`config.mk`:
```
export PLATFORM = sky130hd
export DESIGN_NAME = nubus_arb_ctrl
export DESIGN_NICKNAME = d
export VERILOG_FILES = /design/src/rtl/nubus_pkg.sv /design/src/rtl/nubus_tenure_mon.sv /design/src/rtl/nubus_arb_ctrl.sv
export SDC_FILE = /design/constraint.sdc
export NUM_CORES = 1
export LEC_CHECK = 0
export ABC_AREA = 0
export CORE_MARGIN = 4
export CORE_UTILIZATION = 43
export DETAILED_ROUTE_END_ITERATION = 8
export GPL_TIMING_DRIVEN = 0
export PLACE_DENSITY = 0.71
export SYNTH_ARGS = -nofsm -noshare
export SYNTH_HDL_FRONTEND = slang
export SYNTH_HIERARCHICAL = 1
export SYNTH_SLANG_ARGS = --single-unit
```
`constraint.sdc`:
```
create_clock -name nub_clkn -period 1.4 [get_ports nub_clkn]
set_input_delay 0.21 -clock nub_clkn [delete_from_list [all_inputs] [get_ports nub_clkn]]
set_output_delay 0.21 -clock nub_clkn [all_outputs]
set_load 0.05 [all_outputs]
```
`src/rtl/nubus_pkg.sv`:
```
// Shared types and constants for the NuBus arbitration and tenure logic.
package nubus_pkg;

    localparam int ARB_CNT_W = 4;

    typedef enum logic [2:0] {
        IDLE    = 3'd0,
        FAIR    = 3'd1,
        ARB     = 3'd2,
        WAITBUS = 3'd3,
        OWN     = 3'd4,
        REL     = 3'd5
    } arb_state_t;

endpackage

```
`src/rtl/nubus_tenure_mon.sv`:
```
// Tracks whether a bus transaction is in flight: set by /START, cleared by /ACK.
module nubus_tenure_mon (
    input  logic clk_i,
    input  logic rst_i,
    input  logic startn_i,
    input  logic ackn_i,
    output logic bus_busy_o
);

    logic bus_busy_q;
    logic bus_busy_d;

    // START and ACK together is an attention cycle, which leaves tenure untouched.
    always_comb begin
        bus_busy_d = bus_busy_q;
        if (!startn_i && ackn_i) begin
            bus_busy_d = 1'b1;
        end else if (startn_i && !ackn_i) begin
            bus_busy_d = 1'b0;
        end
    end

    always_ff @(posedge clk_i) begin
        if (rst_i) begin
            bus_busy_q <= 1'b0;
        end else begin
            bus_busy_q <= bus_busy_d;
        end
    end

    assign bus_busy_o = bus_busy_q;

endmodule

```
`src/rtl/nubus_arb_ctrl.sv`:
```
// NuBus bus-acquisition sequencer: requests, arbitrates, hands ownership to the master.
// state   | meaning
// IDLE    | no request outstanding
// FAIR    | deferring while another card holds /RQST
// ARB     | driving /RQST, competing on ARB<3:0>, settle counter running
// WAITBUS | arbitration won, waiting for the current tenure to end
// OWN     | master owns the bus
// REL     | one-clock release before returning to IDLE
module nubus_arb_ctrl
    import nubus_pkg::*;
#(
    parameter int ARB_CYCLES = 2,
    parameter bit FAIR_EN    = 1'b1
) (
    input  logic nub_clkn,
    input  logic nub_reset,
    input  logic mst_req,
    input  logic mst_lock,
    input  logic mst_done,
    output logic mst_gnt,
    input  logic nub_rqstn,
    input  logic nub_startn,
    input  logic nub_ackn,
    output logic nub_rqst_oe,
    output logic arb_cyn,
    input  logic arb_grant,
    output logic arb_busy
);

    localparam logic [ARB_CNT_W-1:0] CNT_LOAD = ARB_CNT_W'(ARB_CYCLES);

    arb_state_t            state_q, state_d;
    logic [ARB_CNT_W-1:0]  cnt_q, cnt_d;
    logic                  bus_busy;

    nubus_tenure_mon u_mon (
        .clk_i      (nub_clkn),
        .rst_i      (nub_reset),
        .startn_i   (nub_startn),
        .ackn_i     (nub_ackn),
        .bus_busy_o (bus_busy)
    );

    always_comb begin
        state_d = state_q;
        cnt_d   = cnt_q;
        unique case (state_q)
            IDLE: begin
                if (mst_req) begin
                    if (FAIR_EN && !nub_rqstn) begin
                        state_d = FAIR;
                    end else begin
                        state_d = ARB;
                        cnt_d   = CNT_LOAD;
                    end
                end
            end
            FAIR: begin
                if (!mst_req) begin
                    state_d = IDLE;
                end else if (nub_rqstn) begin
                    state_d = ARB;
                    cnt_d   = CNT_LOAD;
                end
            end
            ARB: begin
                if (!mst_req) begin
                    state_d = IDLE;
                end else if (!nub_startn && !mst_gnt) begin
                    cnt_d = CNT_LOAD;
                end else if (cnt_q != '0) begin
                    // Grant is sampled on the clock the counter reaches zero; a loss parks here.
                    cnt_d = cnt_q - 1'b1;
                    if (cnt_q == ARB_CNT_W'(1) && arb_grant) begin
                        state_d = WAITBUS;
                    end
                end
            end
            WAITBUS: begin
                if (!mst_req) begin
                    state_d = IDLE;
                end else if (!arb_grant) begin
                    state_d = ARB;
                    cnt_d   = CNT_LOAD;
                end else if (!bus_busy && nub_startn) begin
                    state_d = OWN;
                end
            end
            OWN: begin
                if (mst_done && !mst_lock) begin
                    state_d = REL;
                end
            end
            REL: begin
                state_d = IDLE;
            end
            default: begin
                state_d = IDLE;
            end
        endcase
    end

    // Outputs are decoded from the next state so /RQST drops on the same edge mst_gnt rises.
    always_ff @(posedge nub_clkn) begin
        if (nub_reset) begin
            state_q     <= IDLE;
            cnt_q       <= '0;
            mst_gnt     <= 1'b0;
            nub_rqst_oe <= 1'b0;
            arb_cyn     <= 1'b1;
            arb_busy    <= 1'b0;
        end else begin
            state_q     <= state_d;
            cnt_q       <= cnt_d;
            mst_gnt     <= (state_d == OWN);
            nub_rqst_oe <= (state_d == ARB) || (state_d == WAITBUS);
            arb_cyn     <= !((state_d == ARB) || (state_d == WAITBUS));
            arb_busy    <= (state_d != IDLE);
        end
    end

endmodule

```
==> results of run 1 <==
## worst max-delay path, stage by stage, from the launching register on
cell                       delay [ns]
sky130_fd_sc_hd__dfxtp_2         0.33
sky130_fd_sc_hd__inv_2           0.07
sky130_fd_sc_hd__ha_4            0.14
sky130_fd_sc_hd__or2b_1          0.27
sky130_fd_sc_hd__or4_4           0.44
sky130_fd_sc_hd__a21oi_2         0.13
sky130_fd_sc_hd__a311oi_1        0.06
## through the flow
stage / setup slack, ns / hold WS, ns
4_1_cts: -0.149 / 0.494
6_report: -0.171 / 0.504
5_1_grt: -0.265 / 0.540
2_1_floorplan: -0.104 / 0.282
3_5_place_dp: -0.394 / 0.483
3_3_place_gp: -0.365 / 0.466
## sequential cells by signal (all words and copies together) (netlist names)
name,flops
nub_rqst_oe,1
arb_busy,1
u_mon/bus_busy_o,1
arb_cyn,1
mst_gnt,1
cnt_q,4
state_q,3
## worst max-delay path by stage
stage,startpoint,end
global placement,mst_req,cnt_q[3]
global route,cnt_q[0],cnt_q[1]
detailed placement,mst_req,cnt_q[3]
CTS,cnt_q[0],cnt_q[1]
finish,cnt_q[0],cnt_q[1]
floorplan,cnt_q[0],cnt_q[1]
## where the power goes
part	total, mW	internal (mW)	switching, mW
logic	0.206	0.103	0.103
registers	0.376	0.361	0.0148
clock network	0.272	0.158	0.114
## metal layers
metal	wire length, µm	vias to the layer above	GRT usage [%]
met5	0	-	0
met3	45	2	3.56
met2	701	10	20.3
met4	13	0	6.82
met1	731	278	22.4
li1	-	287	-
## repair_timing
| item | CTS | global route |
|---|---|---|
| setup endpoints to repair | 9 | 7 |
| hold buffers | 0 | 0 |
| hold endpoints to repair | 0 | 0 |
| gates resized for setup | 5 | 10 |
| pin swaps | 3 | 4 |
| setup buffers | 4 | 3 |
## cell families after synthesis
group                      share of synthesized area (%)
and+or+nand+nor                                     30.0
AOI/OAI and AO/OA                                   18.5
DFF                                                 38.9
buffers and inverters                               4.87
adders and majority gates                           6.09
muxes                                               1.62
## cell usage in the layout, fill, tap and decap left out, types with 3 or more instances in the layout
master | synthesis | final
sky130_fd_sc_hd__a21oi_1 | 6 | 4
sky130_fd_sc_hd__clkdlybuf4s50_1 | 0 | 8
sky130_fd_sc_hd__nor2_1 | 6 | 6
sky130_fd_sc_hd__dfxtp_1 | 12 | 8
sky130_fd_sc_hd__dfxtp_2 | 0 | 4
sky130_fd_sc_hd__buf_4 | 0 | 6
sky130_fd_sc_hd__clkbuf_4 | 0 | 3
sky130_fd_sc_hd__dlygate4sd2_1 | 0 | 4
sky130_fd_sc_hd__inv_1 | 8 | 6
sky130_fd_sc_hd__o21ai_0 | 3 | 3
## cell type report
cell class,count,share of cell area (%)
repair buffers,19,18.8
multi-input cells,48,44.9
well taps,15,2.06
inverters,8,3.30
flip-flops and latches,12,26.9
clock buffers,4,3.98
==> impl_metrics.env, run 1 <==
export IMPL_clock_fmax_ghz=0.637
export IMPL_reg2reg_slack_ns=-0.17
export IMPL_syn_mean_instance_area_um2=9.07
export IMPL_violations="negative setup slack"
export IMPL_drt_iter0_drc=16
export IMPL_cp_required_ns=1.54
export IMPL_post_synth_num_cell_types=31
export IMPL_critical_path_startpoint_type="flip-flop"
export IMPL_tritoncts_num_buffers=3
export IMPL_worstReg2RegEnd="cnt_q[1]"
export IMPL_synth_top_cells_by_count="sky130_fd_sc_hd__dfxtp_1, sky130_fd_sc_hd__inv_1, sky130_fd_sc_hd__a21oi_1, sky130_fd_sc_hd__nor2_1"
export IMPL_placed_cells_incl_taps=95
export IMPL_cts_sink_count=12
export IMPL_routedWlPerCell_um=14.1
export IMPL_cts_htree_levels=1
export IMPL_insertedDiodeCount=0
export IMPL_fillerInstances=118
export IMPL_seq_area_frac_synth_pct=38.9
export IMPL_hold_depth=2
export IMPL_detailed_place_area_um2=779
export IMPL_worst_ir_drop_vdd_mv=0.666
export IMPL_finalClockSkew_ns=0.00336
export IMPL_crit_reg2reg_launch="cnt_q[0]"
export IMPL_die_w_um=45.9
export IMPL_grt_pass1_vias=525
export IMPL_antenna_found_initial=0
export IMPL_worst_slack_ns=-0.171
export IMPL_final_cells=106
export IMPL_ys_dominant_reg_cell="sky130_fd_sc_hd__dfxtp_1"
export IMPL_criticalPathCategory="reg2reg"
export IMPL_grt_total_usage_pct=15.1
export IMPL_sequential_cell_area_um2=245
export IMPL_critical_path_max_fanout=2
export IMPL_antenna_left=0
export IMPL_cts_path_max_buffers=2
export IMPL_final_core_utilization_pct=68.3
export IMPL_tns_ns=-0.763
export IMPL_overflow=0
export IMPL_synth_ff_latch_count=12
export IMPL_synth_most_common_cell="sky130_fd_sc_hd__dfxtp_1"
export IMPL_timing_reg2reg_worst_path_depth=6
export IMPL_drtPass1Iterations=4
export IMPL_clk_pin_slew_worst_paths_ns=0.07
export IMPL_async_reset_ff_share_pct=0
export IMPL_drive_above_1_share_pct=37.4
export IMPL_finalInstanceArea_um2=911
export IMPL_worst_slew_pin_transition_ns=0.493
export IMPL_setup_violations_final=7
export IMPL_gpl_final_weighted_congestion=0.802
export IMPL_die_extent_in_y_um=45.9
export IMPL_synthCells=68
export IMPL_initial_core_util_pct=46.2
export IMPL_grt_pass1_wl_um=2270
export IMPL_slew_viols_final=0
export IMPL_top_level_ports=13
export IMPL_post_layout_total_power_mw=0.853
export IMPL_largest_net_degree_at_the_start_of_global_routing=9
export IMPL_worst_ep_arrival_time_ns=1.71
export IMPL_status="finished, violations left"
export IMPL_power_density_nw_per_um2=937
export IMPL_timing_slew_headroom_pct=67.3
export IMPL_placement_rows=13
export IMPL_tritoncts_clock_tree="built"
export IMPL_unrepaired_setup_endpoints_after_global_routing="yes"
export IMPL_maxCapViolations=0
export IMPL_synth_net_count=80
export IMPL_core_area_um2=1330
export IMPL_synth_largest_type_area_fraction_pct=38.9
export IMPL_power_leakage_nw=0.392
export IMPL_syn_to_final_growth_pct=47.7
export IMPL_die_outline_area_um2=2100
export IMPL_detailedPlacementHpwl_um=992
export IMPL_timing_hold_worst_endpoint="u_mon/bus_busy_o"
export IMPL_finalCritPeriodShare_pct=112
export IMPL_multi_input_comb_area_um2=409
export IMPL_hold_start="u_mon/bus_busy_o"
export IMPL_cts_root_buffer_cell="sky130_fd_sc_hd__clkbuf_4"
export IMPL_hold_path_class="reg2reg"
export IMPL_synth_top_cells_by_area="sky130_fd_sc_hd__dfxtp_1, sky130_fd_sc_hd__ha_1, sky130_fd_sc_hd__a21oi_1"
export IMPL_ys_warn_count=6
export IMPL_min_period_ns=1.57
export IMPL_clock_insertion_delay_worst_skew_ns=0.27
export IMPL_netlist_area_um2=617
export IMPL_synth_edff_count=0
export IMPL_final_nets=104
export IMPL_detailroute_via_count=577
export IMPL_drc=0
export IMPL_portBuffers=12
export IMPL_post_drt_via_cell_ratio=5.44
export IMPL_synth_area_leader_cell="sky130_fd_sc_hd__dfxtp_1"
export IMPL_routed_wirelength_um=1490
export IMPL_endpoint_kind="flip-flop"
export IMPL_finalHoldViolCount=0
(Power assumes the default switching activity.)
==> run 2: changes to the inputs <==
--- a/config.mk
+++ b/config.mk
@@ -6,11 +6,12 @@
 export NUM_CORES = 1
 export LEC_CHECK = 0
 export ABC_AREA = 0
+export ABC_CLOCK_PERIOD_IN_PS = 1400
 export CORE_MARGIN = 4
-export CORE_UTILIZATION = 43
+export CORE_UTILIZATION = 40
 export DETAILED_ROUTE_END_ITERATION = 8
 export GPL_TIMING_DRIVEN = 0
-export PLACE_DENSITY = 0.71
+export PLACE_DENSITY = 0.67
 export SYNTH_ARGS = -nofsm -noshare
 export SYNTH_HDL_FRONTEND = slang
 export SYNTH_HIERARCHICAL = 1
==> run 2 against run 1 <==
The flow still finishes with violations (negative setup slack). Clock skew is 0.00097 ns lower. Final cell count is 0.94% lower. Clock power is 25% lower. Global-route usage is 0.43 points higher. Register-to-register slack hardly changed. Combinational power hardly changed. Critical path depth stayed put. Total power is 8.1% lower. Non-clock buffer count stayed put. Utilization is 3.9 points lower. Largest cell class unchanged. Largest power group unchanged. Routed wire length is 11% lower. Sequential power hardly changed.
==> impl_metrics.env, run 2 (synthesis gave the netlist of run 1 again) <==
export IMPL_worst_ep_arrival_time_ns=1.71
export IMPL_clock_fmax_ghz=0.637
export IMPL_top_level_ports=13
export IMPL_intPower_mw=0.569
export IMPL_finalInstanceArea_um2=890
export IMPL_gpl_final_weighted_congestion=0.809
export IMPL_layout_cells_most_common="sky130_fd_sc_hd__dfxtp_1"
export IMPL_drt_iter0_drc=15
export IMPL_tns_ns=-0.597
export IMPL_drtPass1Iterations=4
export IMPL_pwr_share_clk_pct=25.9
export IMPL_timing_hold_worst_endpoint="u_mon/bus_busy_o"
export IMPL_worst_slack_ns=-0.169
export IMPL_pwr_share_seq_pct=47.8
export IMPL_finalCritPeriodShare_pct=112
export IMPL_switching_power_mw=0.215
export IMPL_initial_core_util_pct=44.6
export IMPL_timing_slew_headroom_pct=67.6
export IMPL_fillerInstances=128
export IMPL_setup_violations_final=6
export IMPL_cts_hold_buffers_added=0
export IMPL_maxCapViolations=0
export IMPL_drive_above_1_share_pct=33.3
export IMPL_detailed_place_area_um2=779
export IMPL_worstReg2RegEnd="cnt_q[1]"
export IMPL_finalClockSkew_ns=0.00239
export IMPL_drc=0
export IMPL_criticalPathCategory="reg2reg"
export IMPL_largest_register="cnt_q"
export IMPL_min_period_ns=1.57
export IMPL_placement_rows=13
export IMPL_post_layout_total_power_mw=0.784
export IMPL_combinationalPowerShare_pct=26.3
export IMPL_portBuffers=12
export IMPL_switching_fraction_of_total_power_pct=27.5
export IMPL_reg_largest_list="cnt_q x4, state_q x3"
export IMPL_die_w_um=47.3
export IMPL_routedWlPerCell_um=12.7
export IMPL_detailroute_via_count=563
export IMPL_unrepaired_setup_endpoints_after_global_routing="yes"
export IMPL_endpoint_kind="flip-flop"
export IMPL_critical_path_max_fanout=2
export IMPL_detailedPlacementHpwl_um=991
export IMPL_grt_total_usage_pct=15.6
export IMPL_critical_path_startpoint_type="flip-flop"
export IMPL_insertedDiodeCount=0
export IMPL_die_outline_area_um2=2230
export IMPL_final_nets=104
export IMPL_syn_to_final_growth_pct=44.2
export IMPL_tritoncts_num_buffers=3
export IMPL_crit_reg2reg_launch="cnt_q[0]"
export IMPL_antenna_found_initial=0
export IMPL_cts_path_max_buffers=2
export IMPL_cp_required_ns=1.54
export IMPL_worst_slew_pin_transition_ns=0.488
export IMPL_die_extent_in_y_um=47.3
export IMPL_worst_ir_drop_vdd_mv=0.558
export IMPL_largest_register_ffs=4
export IMPL_grt_pass1_wl_um=2390
export IMPL_grt_pass1_vias=539
export IMPL_largest_net_degree_at_the_start_of_global_routing=9
export IMPL_hold_depth=2
export IMPL_cts_root_buffer_cell="sky130_fd_sc_hd__clkbuf_4"
export IMPL_hold_path_class="reg2reg"
export IMPL_power_density_nw_per_um2=881
export IMPL_clk_pin_slew_worst_paths_ns=0.07
export IMPL_core_area_um2=1380
export IMPL_antenna_left=0
export IMPL_reg2reg_slack_ns=-0.17
export IMPL_slew_viols_final=0
export IMPL_top_library_cells_by_usage_in_the_layout_fill_and_taps_aside="sky130_fd_sc_hd__dfxtp_1, sky130_fd_sc_hd__clkdlybuf4s50_1, sky130_fd_sc_hd__inv_1, sky130_fd_sc_hd__nor2_1"
export IMPL_timing_reg2reg_worst_path_depth=6
export IMPL_tritoncts_clock_tree="built"
export IMPL_power_leakage_nw=0.385
export IMPL_violations="negative setup slack"
export IMPL_clock_insertion_delay_worst_skew_ns=0.27
export IMPL_hold_start="u_mon/bus_busy_o"
export IMPL_overflow=0
export IMPL_cts_sink_count=12
export IMPL_finalHoldViolCount=0
export IMPL_status="finished, violations left"
export IMPL_post_drt_via_cell_ratio=5.36
export IMPL_routed_wirelength_um=1330
export IMPL_cts_htree_levels=1
==> run 2: worst max path at each step <==
stage | from | depth (start not counted) | to | slack [ns]
3_5_place_dp | mst_req | 5 | cnt_q[3] | -0.41
5_1_grt | cnt_q[0] | 6 | cnt_q[1] | -0.25
6_report | cnt_q[0] | 6 | cnt_q[1] | -0.17
3_3_place_gp | mst_req | 5 | cnt_q[3] | -0.35
4_1_cts | cnt_q[0] | 6 | cnt_q[1] | -0.19
2_1_floorplan | cnt_q[0] | 6 | cnt_q[1] | -0.10
==> run 2: what timing repair did <==
action,4_1_cts,5_1_grt
buffers inserted,6,1
pin swaps,8,2
setup endpoints to repair,10,6
resized for setup,13,1
==> run 2: final cells by class <==
type / instances / area, µm² / area share [%]
clock buffers: 3 / 22.5 / 2.53
flip-flops and latches: 12 / 244 / 27.4
inverters: 8 / 30.0 / 3.38
repair buffers: 19 / 179 / 20.1
well taps: 15 / 18.8 / 2.11
multi-input cells: 48 / 395 / 44.4
==> run 2: power groups by stage <==
stage	sequential (mW)	clock (mW)	combinational (mW)
3_3_place_gp	0.382	0	0.162
4_1_cts	0.374	0.219	0.199
2_1_floorplan	0.399	0	0.0903
3_5_place_dp	0.383	0	0.165
6_report	0.375	0.203	0.206
5_1_grt	0.377	0.232	0.228
==> run 2: through the flow <==
| stage | cells | hold slack, ns | setup slack, ns | util [%] |
|---|---|---|---|---|
| 3_3_place_gp | 95 | 0.467 | -0.346 | 56.4 |
| 3_5_place_dp | 95 | 0.489 | -0.414 | 56.4 |
| 4_1_cts | 104 | 0.505 | -0.189 | 63.5 |
| 2_1_floorplan | 68 | 0.282 | -0.104 | - |
| 5_1_grt | 105 | 0.540 | -0.249 | 64.3 |
| 6_report | 105 | 0.495 | -0.169 | 64.3 |
==> run 2: worst max-delay path: stages, from the launching register on <==
cell and delay (ns):
sky130_fd_sc_hd__dfxtp_2 0.33, sky130_fd_sc_hd__inv_2 0.07, sky130_fd_sc_hd__ha_4 0.13, sky130_fd_sc_hd__or2b_1 0.26
sky130_fd_sc_hd__or4_4 0.45, sky130_fd_sc_hd__a21oi_2 0.14, sky130_fd_sc_hd__a311oi_1 0.05
==> run 2: layer usage <==
| layer | part of all wire (%) | global-route usage (%) |
|---|---|---|
| met3 | 5.4 | 7.28 |
| met1 | 48 | 18.8 |
| met4 | 0.75 | 6.08 |
| met5 | 0 | 0 |
| met2 | 46 | 23.8 |
==> run 3: changes to the inputs <==
--- a/config.mk
+++ b/config.mk
@@ -8,10 +8,10 @@
 export ABC_AREA = 0
 export ABC_CLOCK_PERIOD_IN_PS = 1400
 export CORE_MARGIN = 4
-export CORE_UTILIZATION = 40
+export CORE_UTILIZATION = 35
 export DETAILED_ROUTE_END_ITERATION = 8
 export GPL_TIMING_DRIVEN = 0
-export PLACE_DENSITY = 0.67
+export PLACE_DENSITY = 0.6
 export SYNTH_ARGS = -nofsm -noshare
 export SYNTH_HDL_FRONTEND = slang
 export SYNTH_HIERARCHICAL = 1
==> run 3 against run 2 <==
The flow still finishes with violations (negative setup slack). Sequential share of layout area fell by 0.90 points. Critical path depth did not move. Die area rose by 12%. Highest routed layer unchanged.
==> impl_metrics.env, run 3 (synthesis gave the netlist of run 1 again) <==
export IMPL_syn_to_final_growth_pct=49.9
export IMPL_detailroute_via_count=598
export IMPL_critical_path_startpoint_type="flip-flop"
export IMPL_cts_hold_buffers_added=0
export IMPL_reg_largest_list="cnt_q x4, state_q x3"
export IMPL_worst_path_cell_trace="inv_2, ha_4, or2b_1, or4_4, a21oi_2, a311oi_1"
export IMPL_worst_ir_drop_vdd_mv=0.536
export IMPL_max_stage_delay_ns=0.45
export IMPL_antenna_found_initial=0
export IMPL_finalHoldViolCount=0
export IMPL_clock_insertion_delay_worst_skew_ns=0.28
export IMPL_largest_register_ffs=4
export IMPL_insertedDiodeCount=0
export IMPL_die_outline_area_um2=2500
export IMPL_placement_rows=14
export IMPL_status="finished, violations left"
export IMPL_power_leakage_nw=0.394
export IMPL_clk_pin_slew_worst_paths_ns=0.08
export IMPL_core_area_um2=1580
export IMPL_final_core_utilization_pct=58.7
export IMPL_gpl_final_weighted_congestion=0.808
export IMPL_cts_sink_count=12
export IMPL_die_w_um=50.0
export IMPL_finalClockSkew_ns=0.00799
export IMPL_detailed_place_area_um2=781
export IMPL_routed_wirelength_um=1500
export IMPL_overflow=0
export IMPL_endpoint_kind="flip-flop"
export IMPL_unrepaired_setup_endpoints_after_global_routing="yes"
export IMPL_largest_net_degree_at_the_start_of_global_routing=9
export IMPL_post_drt_via_cell_ratio=5.54
export IMPL_min_period_ns=1.58
export IMPL_grt_pass1_vias=591
export IMPL_antenna_left=0
export IMPL_final_nets=105
export IMPL_drive_above_1_share_pct=39.1
export IMPL_cts_htree_levels=1
export IMPL_finalCritPeriodShare_pct=113
export IMPL_violations="negative setup slack"
export IMPL_power_density_nw_per_um2=942
export IMPL_maxCapViolations=0
export IMPL_grt_total_usage_pct=13.1
export IMPL_fillerInstances=143
export IMPL_routedWlPerCell_um=13.9
export IMPL_setup_violations_final=6
export IMPL_clock_fmax_ghz=0.632
export IMPL_tritoncts_num_buffers=3
export IMPL_portBuffers=12
export IMPL_slew_viols_final=0
export IMPL_initial_core_util_pct=39.1
export IMPL_drtPass1Iterations=4
export IMPL_top_level_ports=13
export IMPL_grt_pass1_wl_um=2530
export IMPL_cts_path_max_buffers=2
export IMPL_die_extent_in_y_um=50.0
export IMPL_detailedPlacementHpwl_um=983
export IMPL_pre_cts_slack_ns=-0.375
export IMPL_worst_slew_pin_transition_ns=0.487
export IMPL_critPathTopFamily="simple AND/OR/NAND/NOR gates"
export IMPL_top_library_cells_by_usage_in_the_layout_fill_and_taps_aside="sky130_fd_sc_hd__dfxtp_1, sky130_fd_sc_hd__clkdlybuf4s50_1, sky130_fd_sc_hd__buf_4"
export IMPL_drt_iter0_drc=11
export IMPL_hold_path_class="reg2reg"
export IMPL_slowest_cell_on_the_critical_path="sky130_fd_sc_hd__or4_4"
export IMPL_worst_ep_arrival_time_ns=1.73
export IMPL_cts_root_buffer_cell="sky130_fd_sc_hd__clkbuf_4"
export IMPL_finalInstanceArea_um2=925
export IMPL_drc=0
export IMPL_critical_path_max_fanout=3
export IMPL_cp_required_ns=1.55
export IMPL_criticalPathCategory="reg2reg"
export IMPL_worst_slack_ns=-0.183
export IMPL_timing_slew_headroom_pct=67.6
export IMPL_tritoncts_clock_tree="built"
export IMPL_largest_register="cnt_q"
export IMPL_critical_path_buffer_and_inverter_count=1
==> run 3: changes by cell type in the layout (fill, tap and decap cells not counted), sizes merged <==
cell    before  now
buf          7    8
clkbuf       3    4
==> run 3: per-stage QoR <==
| stage | instances | power, mW | hold slack [ns] | setup TNS, ns |
|---|---|---|---|---|
| floorplan | 68 | 0.489 | 0.282 | -0.201 |
| global placement | 96 | 0.545 | 0.467 | -1.80 |
| detailed placement | 96 | 0.548 | 0.473 | -1.95 |
| CTS | 107 | 0.852 | 0.498 | -0.412 |
| global route | 108 | 0.917 | 0.537 | -0.903 |
| finish | 108 | 0.871 | 0.507 | -0.511 |
==> run 3: final timing paths <==
| path | from | endpoint | slack, ns | depth (start not counted) |
|---|---|---|---|---|
| worst min-delay path | u_mon/bus_busy_o | u_mon/bus_busy_o | 0.51 | 2 |
| worst max register to register | cnt_q[0] | cnt_q[1] | -0.18 | 6 |
| worst max-delay path | cnt_q[0] | cnt_q[1] | -0.18 | 6 |
| worst min register to register | u_mon/bus_busy_o | u_mon/bus_busy_o | 0.51 | 2 |
==> run 3: worst min-delay path: cells and delay by family (launching register included) <==
| kind | cells | cell delay [ns] |
|---|---|---|
| multiplexers | 1 | 0.07 |
| flip-flops | 1 | 0.33 |
| AND/OR/NAND/NOR | 1 | 0.08 |
==> run 3: repair_timing <==
action                     4_1_cts  5_1_grt
hold endpoints to repair         0        0
resized for setup                7        9
setup buffers                    7        1
setup endpoints to repair       10        7
pin swaps                        5        3
==> run 3: layout make-up <==
type	count	area, µm²	area share [%]
Tap cell	16	20.0	2.17
Clock buffer	4	36.3	3.92
Sequential cell	12	245	26.5
Multi-Input combinational cell	48	414	44.8
Inverter	8	30.0	3.25
Timing Repair Buffer	20	179	19.4
==> run 3: power by group <==
group / switching (mW) / internal (mW)
Combinational: 0.105 / 0.109
Sequential: 0.0145 / 0.361
Clock: 0.124 / 0.158
Total: 0.243 / 0.628
==> run 3: layer usage <==
| metal | share of wire [%] | wire length (µm) | track usage (%) | vias up |
|---|---|---|---|---|
| li1 | - | - | - | 295 |
| met1 | 47 | 712 | 16.3 | 276 |
| met2 | 45 | 680 | 21.3 | 22 |
| met3 | 5.2 | 78 | 2.71 | 5 |
| met4 | 1.9 | 29 | 5.53 | 0 |
| met5 | 0 | 0 | 0 | - |
==> edit 1: new RTL, flow settings as in run 3 <==
Change the package constant `ARB_CNT_W` from 4 to 3.
--- a/src/rtl/nubus_pkg.sv
+++ b/src/rtl/nubus_pkg.sv
@@ -3,3 +3,3 @@
 
-    localparam int ARB_CNT_W = 4;
+    localparam int ARB_CNT_W = 3;
 
Function: no difference found for any inputs over 10 cycles, from zero or initial values and one cycle with nub_reset high; that may be too few to reach the edited logic, so the function may still have changed.
==> edit 1 against run 3 <==
Total power fell by 23%; register-to-register slack improved by 260 ps; worst setup slack improved by 230 ps; sequential cell count fell by 1; wire length fell by 27%; area after synthesis fell by 8.9%; clock power fell by 21%; cell area fell by 17%; critical endpoint is now mst_gnt.
==> edit 1: results (changes against run 3) <==
{| class="wikitable"
! Metric !! Value
|-
| Worst reg2reg path depth || 4 (was 6)
|-
| Wire length on met1 || 489 um (was 712 um)
|-
| Wire length of the first global-routing pass || 1890 um (was 2530 um)
|-
| Number of nets in the synthesized netlist || 73 (was 80)
|-
| Number of buffers inserted by post-CTS setup repair || 0 (was 7)
|-
| Endpoint of the worst register-to-register path || state_q[0] (was cnt_q[1])
|-
| Family of cells with the greatest summed delay on the critical path || buffers and inverters (was simple AND/OR/NAND/NOR gates)
|-
| Fin Hold WS || 414 ps (was 507 ps)
|-
| Post-Place Setup Slack || -347 ps (was -375 ps)
|-
| Crit path launch || mst_gnt (was cnt_q[0])
|-
| Synth Area per Inst || 9.36 um2 (was 9.07 um2)
|-
| Share of the final layout cell area in sequential cells || 29.6% (was 26.5%)
|-
| Count of different cell masters after synthesis || 27 (was 31)
|-
| Vias per std cell || 5.21 (was 5.54)
|-
| Critical path's slowest cell || dlygate4sd2_1 (was or4_4)
|-
| Regs by FF count || cnt_q (3), state_q (3) (was cnt_q (4), state_q (3))
|-
| Launch point of the worst reg-to-reg path || state_q[0] (was cnt_q[0])
|-
| Terminating pin of the worst hold path || arb_busy (was u_mon/bus_busy_o)
|-
| Layout multi-input combinational cell count || 44 (was 48)
|-
| Most used standard cells in the synthesized netlist || dfxtp_1 (11), nor2_1 (7), inv_1 (5) (was dfxtp_1 (12), inv_1 (8), a21oi_1 (6), nor2_1 (6))
|-
| Filler instances || 146 (was 143)
|-
| Number of buffers other than clock buffers in the final layout || 12 (was 20)
|-
| Proportion of cell area occupied by multi-input gates || 46.9% (was 44.8%)
|-
| Logic inverters || 5 (was 8)
|-
| Met3 WL || 51 um (was 78 um)
|-
| Number of clock sinks || 11 (was 12)
|-
| Worst Path Max Fanout || 2 (was 3)
|-
| Sequential cell area fraction in the yosys report || 39.2% (was 38.9%)
|-
| Maximum resistive drop on vdd || 0.480 mV (was 0.536 mV)
|-
| Final Routed Wirelength || 1100 um (was 1500 um)
|-
| Max_slew headroom || 67.3% (was 67.6%)
|-
| Crit path to || mst_gnt (was cnt_q[1])
|-
| Status || completed (was finished, violations left)
|-
| Fraction of area in clock buffers and inverters || 3.59% (was 3.92%)
|-
| Worst path max stage delay || 520 ps (was 450 ps)
|-
| Leading post-synthesis cells by cell area || dfxtp_1 (39%), ha_1 (8.9%), nor2_1 (4.7%) (was dfxtp_1 (39%), ha_1 (6.1%), a21oi_1 (4.9%))
|}
[edit 1: cell count changes after synthesis, moves of 3 or more]
cell	run 3	this run
and3_1	0	3
o21a_1	0	3
a21oi_1	6	1
inv_1	8	5
[edit 1: cell families after synthesis]
kind of cell,synth area share [%]
AND/OR/NAND/NOR,32.5
multiplexers,1.78
adder cells (fa/ha/maj),8.91
flip-flops,39.2
buffers and inverters,3.34
AO/OA/AOI/OAI,14.3
[edit 1: repair_timing]
item	in CTS	in global routing
endpoints found under the setup margin	7	5
gates resized for setup	6	9
hold endpoints to repair	0	0
pin swaps	2	0
hold buffers	0	0
[edit 1: power by group]
group / switching (mW) / leakage, nW / internal, mW
combinational: 0.0609 / 0.219 / 0.0557
clock: 0.116 / 0.0177 / 0.106
sequential: 0.00551 / 0.0917 / 0.322
total: 0.182 / 0.329 / 0.484
==> edit 2: new RTL, config.mk and constraints of run 3 <==
Without the edit above. Encoding of `arb_state_t`: now one-hot (6 bits for 6 states).
--- a/src/rtl/nubus_pkg.sv
+++ b/src/rtl/nubus_pkg.sv
@@ -5,9 +5,9 @@
 
-    typedef enum logic [2:0] {
-        IDLE    = 3'd0,
-        FAIR    = 3'd1,
-        ARB     = 3'd2,
-        WAITBUS = 3'd3,
-        OWN     = 3'd4,
-        REL     = 3'd5
+    typedef enum logic [5:0] {
+        IDLE    = 6'b000001,
+        FAIR    = 6'b000010,
+        ARB     = 6'b000100,
+        WAITBUS = 6'b001000,
+        OWN     = 6'b010000,
+        REL     = 6'b100000
     } arb_state_t;
Function: no difference found for any inputs over 10 cycles, from zero or initial values and one cycle with nub_reset high; not proved beyond that.
==> edit 2 against run 3 <==
The flow still finishes with violations (negative setup slack); sequential share of layout area decreased by 0.089 points; cell area increased by 27%; total power up 9.6%; worst setup slack worse by 370 ps; critical path type unchanged; clock power fell by 11%; wire length increased by 35%; synthesized cell count increased by 49%; sequential cell count increased by 3; area after synthesis increased by 35%.
==> edit 2: results (changes against run 3) <==
{| class="wikitable"
! Metric !! Value
|-
| Post-Place Setup Slack || -760 ps (was -375 ps)
|-
| Pin count of the biggest net entering global routing || 10 (was 9)
|-
| Filler instances || 212 (was 143)
|-
| DPL Wire Length || 1400 um (was 983 um)
|-
| Sequential cell area fraction in the yosys report || 35.9% (was 38.9%)
|-
| Sw frac || 31.2% (was 27.9%)
|-
| Maximum resistive drop on vdd || 0.470 mV (was 0.536 mV)
|-
| Synth Area per Inst || 8.28 um2 (was 9.07 um2)
|-
| Detailed router's first-iteration violation count || 14 (was 11)
|-
| Path category of the worst min-delay check || primary input to register (was register to register)
|-
| Worst reg2reg path depth || 4 (was 6)
|-
| Routed length per instance || 13.0 um (was 13.9 um)
|-
| Vias || 830 (was 598)
|-
| Failing checks || negative setup slack (unchanged)
|-
| Number of failing setup endpoints in the final timing report || 8 (was 6)
|-
| Via count of the first global-routing pass || 754 (was 591)
|-
| Number of nets in the synthesized netlist || 113 (was 80)
|-
| Final Skew || 4.63 ps (was 7.99 ps)
|-
| Final WS setup || -553 ps (was -183 ps)
|-
| Worst Path Max Fanout || 5 (was 3)
|-
| Leakage || 0.467 nW (was 0.394 nW)
|-
| Final Routed Wirelength || 2030 um (was 1500 um)
|-
| Fmax || 0.512 GHz (was 0.632 GHz)
|-
| Layout cells sized above 1 || 30.5% (was 39.1%)
|-
| Leading post-synthesis cells by cell area || dfxtp_1 (36%), ha_1 (4.5%), a21oi_1 (4.2%) (was dfxtp_1 (39%), ha_1 (6.1%), a21oi_1 (4.9%))
|-
| Count of different cell masters after synthesis || 37 (was 31)
|-
| Status || finished, violations left (unchanged)
|-
| Most used standard cells in the synthesized netlist || dfxtp_1 (15), nor2_1 (9), inv_1 (8) (was dfxtp_1 (12), inv_1 (8), a21oi_1 (6), nor2_1 (6))
|-
| Launch point of the worst reg-to-reg path || state_q[1] (was cnt_q[0])
|}
==> edit 2: cell type report <==
type	count	share of cell area [%]
Inverter	9	2.87
Timing Repair Buffer	25	17.7
Buffer	3	2.23
Multi-Input combinational cell	72	45.5
Clock buffer	4	2.23
Tap cell	28	2.97
Sequential cell	15	26.4
==> edit 2: how the worst min path moves through the flow <==
stage,to,slack (ps),cells after the start
after global routing,u_mon/bus_busy_o,480,2
after CTS,u_mon/bus_busy_o,470,2
after floorplan,u_mon/bus_busy_o,280,1
final,u_mon/bus_busy_o,470,2
after global placement,u_mon/bus_busy_o,490,2
after detailed placement,u_mon/bus_busy_o,500,2
==> edit 2: critical path, stage by stage, from the launching register on <==
cell	delay [ps]
dfxtp_4	350
or4_4	530
or3_4	420
or4_1	400
and3_1	150
==> edit 2: cells by family (layout without fill, tap and decap cells) <==
logic type / after synthesis / after routing / share of synthesized area (%)
compound gates: 20 / 20 / 16.6
xor+xnor: 2 / 2 / 2.10
fa+ha+maj: 3 / 3 / 4.49
buf+inv: 14 / 41 / 7.63
flops: 15 / 15 / 35.9
mux: 1 / 1 / 1.20
simple gates: 46 / 46 / 32.0
==> edit 2: per-stage QoR <==
stage	utilization [%]	cell area, um2	hold WS, ps	total power [mW]	setup TNS (ps)
after floorplan	-	842	282	0.622	-2870
after global placement	44.6	997	487	0.694	-4460
after global routing	52.8	1180	479	1.02	-4380
final	52.8	1180	467	0.955	-3260
after detailed placement	44.6	997	495	0.696	-4770
after CTS	47.4	1060	468	0.946	-3340
==> edit 2: routing by layer <==
layer / routed length [um] / global-route usage (%)
met4: 0 / 4.97
met5: 0 / 0
met1: 1030 / 19.0
met2: 919 / 20.3
met3: 84 / 3.22
==> edit 2: repair_timing <==
item | 4_1_cts | 5_1_grt
pin swaps | 3 | 4
buffers inserted | 2 | 11
endpoints found under the setup margin | 17 | 15
resized for setup | 16 | 14
==> edit 2: power groups by stage <==
stage	sequential (mW)	clock, mW	combinational (mW)
floorplan	0.508	0	0.114
global placement	0.467	0	0.228
detailed placement	0.467	0	0.228
CTS	0.465	0.257	0.224
global route	0.468	0.292	0.257
finish	0.465	0.252	0.237
